--- config.mk ---
export PLATFORM = sky130hd
export DESIGN_NAME = instruction_fetch_flat
export DESIGN_NICKNAME = d
export VERILOG_FILES = /design/src/rtl/instruction_fetch_if.sv /design/src/rtl/instruction_fetch.sv /design/src/flat_wrapper.sv
export SDC_FILE = /design/constraint.sdc
export NUM_CORES = 1
export LEC_CHECK = 0
export CAP_MARGIN = 0
export CORE_ASPECT_RATIO = 0.9
export CORE_MARGIN = 3
export CORE_UTILIZATION = 51
export CTS_BUF_LIST = sky130_fd_sc_hd__clkbuf_4
export CTS_CLUSTER_DIAMETER = 80
export DETAILED_ROUTE_END_ITERATION = 7
export GPL_ROUTABILITY_DRIVEN = 0
export HOLD_SLACK_MARGIN = 0.12
export PLACE_DENSITY = 0.82
export SLEW_MARGIN = 40
export SYNTH_ARGS = -nofsm -noshare
export SYNTH_HDL_FRONTEND = slang
export SYNTH_SLANG_ARGS = --single-unit
--- constraint.sdc ---
create_clock -name clk -period 3.57 [get_ports clk]
set_clock_uncertainty 0.15 [all_clocks]
set_input_delay 0.714 -clock clk [delete_from_list [all_inputs] [get_ports clk]]
set_output_delay 0.714 -clock clk [all_outputs]
set_load 0.05 [all_outputs]
--- src/rtl/instruction_fetch_if.sv ---
// instruction_fetch_if: instruction memory bus, redirect inputs and decode valid/ready handshake.
// The fetch unit is the master; the memory and decode side is the slave.
interface instruction_fetch_if #(
    parameter int ADDR_WIDTH = 8,
    parameter int DATA_WIDTH = 8
);
    logic [ADDR_WIDTH-1:0] instruction_address;
    logic [DATA_WIDTH-1:0] instruction_data;
    logic                  fetch_enable;
    logic                  branch_valid;
    logic [ADDR_WIDTH-1:0] branch_target;
    logic                  fetch_valid;
    logic                  fetch_ready;
    logic [DATA_WIDTH-1:0] fetch_instruction;
    logic [ADDR_WIDTH-1:0] fetch_pc;
    modport master (
        output instruction_address, fetch_valid, fetch_instruction, fetch_pc,
        input  instruction_data, fetch_enable, branch_valid, branch_target, fetch_ready
    );
    modport slave (
        input  instruction_address, fetch_valid, fetch_instruction, fetch_pc,
        output instruction_data, fetch_enable, branch_valid, branch_target, fetch_ready
    );
endinterface

--- src/rtl/instruction_fetch.sv ---
// instruction_fetch: owns the PC and prefetches {pc, word} pairs into a small FIFO for decode.
// A branch flushes the FIFO and redirects the PC; the head reads as zero whenever the FIFO is empty.
module instruction_fetch #(
    parameter int ADDR_WIDTH = 8,
    parameter int DATA_WIDTH = 8,
    parameter int RESET_PC   = 0,
    parameter int FIFO_DEPTH = 2
) (
    input logic clk,
    input logic rst_n,
    instruction_fetch_if.master bus
);
    localparam int PW = $clog2(FIFO_DEPTH);
    localparam logic [PW:0] FULL = (PW+1)'(FIFO_DEPTH);
    logic [ADDR_WIDTH-1:0] pc;
    logic [ADDR_WIDTH-1:0] pc_buf [FIFO_DEPTH];
    logic [DATA_WIDTH-1:0] word_buf [FIFO_DEPTH];
    logic [PW-1:0] wr_ptr, rd_ptr;
    logic [PW:0] count;
    logic pop, push;
    assign pop = bus.fetch_valid & bus.fetch_ready;
    // A pop frees a slot in the same cycle, so a full FIFO still streams at one word per cycle.
    assign push = bus.fetch_enable & ~bus.branch_valid & ((count < FULL) | pop);
    assign bus.instruction_address = pc;
    assign bus.fetch_valid = count != '0;
    assign bus.fetch_instruction = bus.fetch_valid ? word_buf[rd_ptr] : '0;
    assign bus.fetch_pc = bus.fetch_valid ? pc_buf[rd_ptr] : '0;
    always_ff @(posedge clk or negedge rst_n)
        if (!rst_n) begin
            pc     <= ADDR_WIDTH'(RESET_PC);
            wr_ptr <= '0;
            rd_ptr <= '0;
            count  <= '0;
        end else if (bus.branch_valid) begin
            pc     <= bus.branch_target;
            wr_ptr <= '0;
            rd_ptr <= '0;
            count  <= '0;
        end else begin
            pc     <= push ? pc + ADDR_WIDTH'(1) : pc;
            wr_ptr <= push ? wr_ptr + PW'(1) : wr_ptr;
            rd_ptr <= pop ? rd_ptr + PW'(1) : rd_ptr;
            count  <= (push & ~pop) ? count + (PW+1)'(1) : (pop & ~push) ? count - (PW+1)'(1) : count;
        end
    always_ff @(posedge clk)
        if (push) begin
            pc_buf[wr_ptr]   <= pc;
            word_buf[wr_ptr] <= bus.instruction_data;
        end
endmodule

--- src/flat_wrapper.sv ---
// flat-port wrapper written by rule: the top's interface ports become plain ports
module instruction_fetch_flat 
#(
    parameter int ADDR_WIDTH = 8,
    parameter int DATA_WIDTH = 8,
    parameter int RESET_PC   = 0,
    parameter int FIFO_DEPTH = 2
)
  (clk, rst_n, bus_instruction_address, bus_fetch_valid, bus_fetch_instruction, bus_fetch_pc, bus_instruction_data, bus_fetch_enable, bus_branch_valid, bus_branch_target, bus_fetch_ready);
  instruction_fetch_if #(.ADDR_WIDTH(ADDR_WIDTH), .DATA_WIDTH(DATA_WIDTH)) bus_i ();
  input logic clk;
  input logic rst_n;
  output wire logic [$bits(bus_i.instruction_address)-1:0] bus_instruction_address;
  output wire logic [$bits(bus_i.fetch_valid)-1:0] bus_fetch_valid;
  output wire logic [$bits(bus_i.fetch_instruction)-1:0] bus_fetch_instruction;
  output wire logic [$bits(bus_i.fetch_pc)-1:0] bus_fetch_pc;
  input wire logic [$bits(bus_i.instruction_data)-1:0] bus_instruction_data;
  input wire logic [$bits(bus_i.fetch_enable)-1:0] bus_fetch_enable;
  input wire logic [$bits(bus_i.branch_valid)-1:0] bus_branch_valid;
  input wire logic [$bits(bus_i.branch_target)-1:0] bus_branch_target;
  input wire logic [$bits(bus_i.fetch_ready)-1:0] bus_fetch_ready;
  assign bus_instruction_address = bus_i.instruction_address;
  assign bus_fetch_valid = bus_i.fetch_valid;
  assign bus_fetch_instruction = bus_i.fetch_instruction;
  assign bus_fetch_pc = bus_i.fetch_pc;
  assign bus_i.instruction_data = bus_instruction_data;
  assign bus_i.fetch_enable = bus_fetch_enable;
  assign bus_i.branch_valid = bus_branch_valid;
  assign bus_i.branch_target = bus_branch_target;
  assign bus_i.fetch_ready = bus_fetch_ready;
  instruction_fetch #(.ADDR_WIDTH(ADDR_WIDTH), .DATA_WIDTH(DATA_WIDTH), .RESET_PC(RESET_PC), .FIFO_DEPTH(FIFO_DEPTH)) u_core (.clk(clk), .rst_n(rst_n), .bus(bus_i));
endmodule
==> metrics.md <==
| Metric | Value |
|---|---|
| Outcome | `finished, final reports clean` |
| Top Layer Used | `met4` |
| Synth Register Bits | `44` |
| Clock transition at path regs | `0.12 ns` |
| Final nets | `roughly 220` |
| LEAKAGE | `~0.87 nW` |
| Pin count of the biggest net entering global routing | `23` |
| Vias | `about 1300` |
| Drt drc | `0` |
| Layout cells sized above 1 | `8.25%` |
| R2r worst-path depth | `4` |
| Average cell area after synthesis | `between 10 and 15 um2` |
| Critical Path AT | `around 2.3 ns` |
| # diodes | `0` |
| CP Data Required Time | `2.71 ns` |
| Area of the core | `3450 um2` |
| Worst reg-to-reg setup slack | `1.49 ns` |
| Most common cell after layout, fill and taps aside | `clkdlybuf4s50_1` |
| Sw Share | `between 30% and 40%` |
| Met2 Wirelength | `2.21 mm` |
| Int Pwr | `0.000764 W` |
| Gr usage total | `about a fifth` |
| First-pass GRT wire length | `6.63 mm` |
| Crit path to | `bus_fetch_pc[0]` |
| Total gr overflow | `0` |
| Clock network latency to the later pin of the worst-skew pair | `0.34 ns` |
| Max Clock Freq | `0.318 GHz` |
| Syn Inst Count | `143` |
| Fin Hold WS | `0.420 ns` |
| Final setup violating endpoints | `0` |
| Sequential area share after synthesis | `67.2%` |
| VDD IR-drop max | `306 uV` |
| Reg power frac | `a little under three fifths` |
| Vias in the first global route | `around 1300` |
| Routed wl met3 | `between 150 and 200 um` |
| TritonCTS clock tree | `done` |
| Max-slew headroom | `~52%` |
| Initial Utilization | `between 50 and 60%` |
| Most frequent cells in the layout | `clkdlybuf4s50_1 (45), edfxtp_1 (32), nor2_1 (20)` |
| Port bufs | `45` |
| Post-Route M1 WL | `1.51 mm` |
| Hold_buf cts | `0` |
| Setup_tns | `0 ns` |
| Clock share of power | `a little over a fifth` |
| Crit Path Class | `register to output port` |
| Die Wd | `69.9 um` |
| Actual slew at the worst max-slew pin | `0.715 ns` |
| Tcrit/Tclk final | `88.1%` |
| Area Overhead vs Synth | `30.6%` |
| Clk buf depth | `2` |
| Synthesis Warnings | `0` |
| Critical path launch point type | `register` |
| NetSw | `0.000341 W` |
| Reg-to-Reg End | `u_core.word_buf[1][0]$_DFFE_PP_` |
| Row Count | `20` |
| Antenna viol nets, final | `0` |
| Die Height | `63.5 um` |
| Combinational power share | `23.2%` |
| Slew Limit Fails | `0` |
| Worst reg2reg path startpoint | `u_core.count[1]$_DFFE_PN0P_` |
| Final min period | `3.15 ns` |
| CTS Buf Count | `5` |
| DR iter-0 viols | `83` |
| Critical Path Fanout Max | `17` |
| Synth Net Count | `~170` |
| Initial antenna violation count | `0` |
| Post_cts resized | `0` |
| Final Hold Vio Count | `0` |
| Pwr/cell area | `451 nW/um2` |
| Wire length per cell | `16.6 um` |
| Crit path capture type | `output port` |
| Hold Path Depth | `0` |
| Origin of the worst setup path | `u_core.count[1]$_DFFE_PN0P_` |
| DRT Pass-1 Iters | `4` |
| Cell variety after synth | `24` |
| DP Cell Count | `230` |
| Clock H-tree levels | `2` |
| Non-filler cells, final | `238` |
| Routed WL | `3.95 mm` |
| Vias/cell | `5.35` |
| Synth Cell Area | `1880 um2` |
| Max-cap violation count | `0` |
| # clock sinks | `44` |
| # IOs | `46` |
| Root Driver | `clkbuf_4` |
| RSZ-0062 raised after global routing | `false` |
| Total setup buffers inserted after CTS | `0` |
| Final HPWL DP | `2.83 mm` |
| Die Outline Area | `4440 um2` |
| HP Class | `register to register` |
flip-flops by register name, summed over array words and instances, names as in the netlist:
signal                          cells
u_core.count                        2
u_core.word_buf                    16
u_core.pc_buf                      16
u_core.rd_ptr                       1
u_core.wr_ptr                       1
u_core.bus.instruction_address      8
power by group through the flow:
stage | Sequential, W | Combinational [W] | Clock (W)
after floorplan | 0.000651 | 0.000127 | 0
after global placement | 0.000621 | 0.000249 | 0
after detailed placement | 0.000624 | 0.000258 | 0
after CTS | 0.000613 | 0.000259 | 0.000241
after global routing | 0.000619 | 0.000273 | 0.000270
final | 0.000614 | 0.000256 | 0.000235
per-stage QoR:
step	instance area (um2)	power, W	setup slack (ns)	utilization [%]
2_1_floorplan	1880	0.000778	0.701	-
3_3_place_gp	2390	0.000870	0.615	69.2
3_5_place_dp	2390	0.000883	0.616	69.3
4_1_cts	2450	0.00111	0.403	70.9
5_1_grt	2450	0.00116	0.225	70.9
6_report	2450	0.00110	0.424	70.9
worst max-delay path, cell delays in order (launching register included):
cell and delay [ns]:
dfrtp_1 0.49, nor2_2 0.59, nor2_1 0.12, clkdlybuf4s50_1 0.74
worst min-delay path by stage:
stage                                                  startpoint                                       endpoint
CTS                 u_core.bus.instruction_address[7]$_DFFE_PN0P_                  u_core.pc_buf[1][7]$_DFFE_PP_
global route        u_core.bus.instruction_address[7]$_DFFE_PN0P_                  u_core.pc_buf[1][7]$_DFFE_PP_
finish              u_core.bus.instruction_address[7]$_DFFE_PN0P_                  u_core.pc_buf[0][7]$_DFFE_PP_
global placement                        u_core.rd_ptr$_DFFE_PN0P_                      u_core.rd_ptr$_DFFE_PN0P_
detailed placement  u_core.bus.instruction_address[7]$_DFFE_PN0P_                  u_core.pc_buf[0][7]$_DFFE_PP_
floorplan                                                   rst_n  u_core.bus.instruction_address[0]$_DFFE_PN0P_
logic make-up (layout without fill, tap and decap cells):
| logic type | Yosys count | in the layout | share of synthesized area [%] |
|---|---|---|---|
| AND/OR/NAND/NOR | 51 | 51 | 13.0 |
| flip-flops | 44 | 44 | 67.2 |
| multiplexers | 18 | 18 | 9.61 |
| AO/OA/AOI/OAI | 13 | 13 | 3.47 |
| XOR/XNOR | 9 | 9 | 4.20 |
| buffers and inverters | 7 | 58 | 1.80 |
| adder cells (fa/ha/maj) | 1 | 1 | 0.667 |
cell usage after synthesis (all sizes together):
| cell type | n | area (um2) |
|---|---|---|
| buf | 4 | 22.5 |
| xor2 | 4 | 35.0 |
| ha | 1 | 12.5 |
| xnor2 | 5 | 43.8 |
| and3 | 1 | 6.26 |
| nor3b | 1 | 7.51 |
| nand4 | 2 | 12.5 |
| nand2b | 4 | 25.0 |
| edfxtp | 32 | 961 |
| nand3 | 2 | 10.0 |
| nor2b | 2 | 20.0 |
| clkbuf | 2 | 7.51 |
| mux2i | 18 | 180 |
| nor3 | 4 | 20.0 |
| nor4b | 1 | 15.0 |
| nand2 | 13 | 48.8 |
| dfrtp | 12 | 300 |
| inv | 1 | 3.75 |
| o21ai | 11 | 55.1 |
| nor2 | 21 | 78.8 |
| a21oi | 2 | 10.0 |
cell type report:
| cell class | count | area (um2) |
|---|---|---|
| clock inverters | 2 | 11.3 |
| multi-input cells | 92 | 593 |
| inverters | 1 | 3.75 |
| well taps | 44 | 55.1 |
| repair buffers | 49 | 480 |
| clock buffers | 6 | 45.0 |
| flip-flops and latches | 44 | 1260 |
| fillers | 237 | 1000 |
routing by layer:
layer	global-route usage, %	up-vias
met3	4.63	4
met2	35.4	50
met5	0	-
met1	23.4	615
li1	-	605
met4	5.02	0
Note: power is estimated with default switching activity, not from simulation.
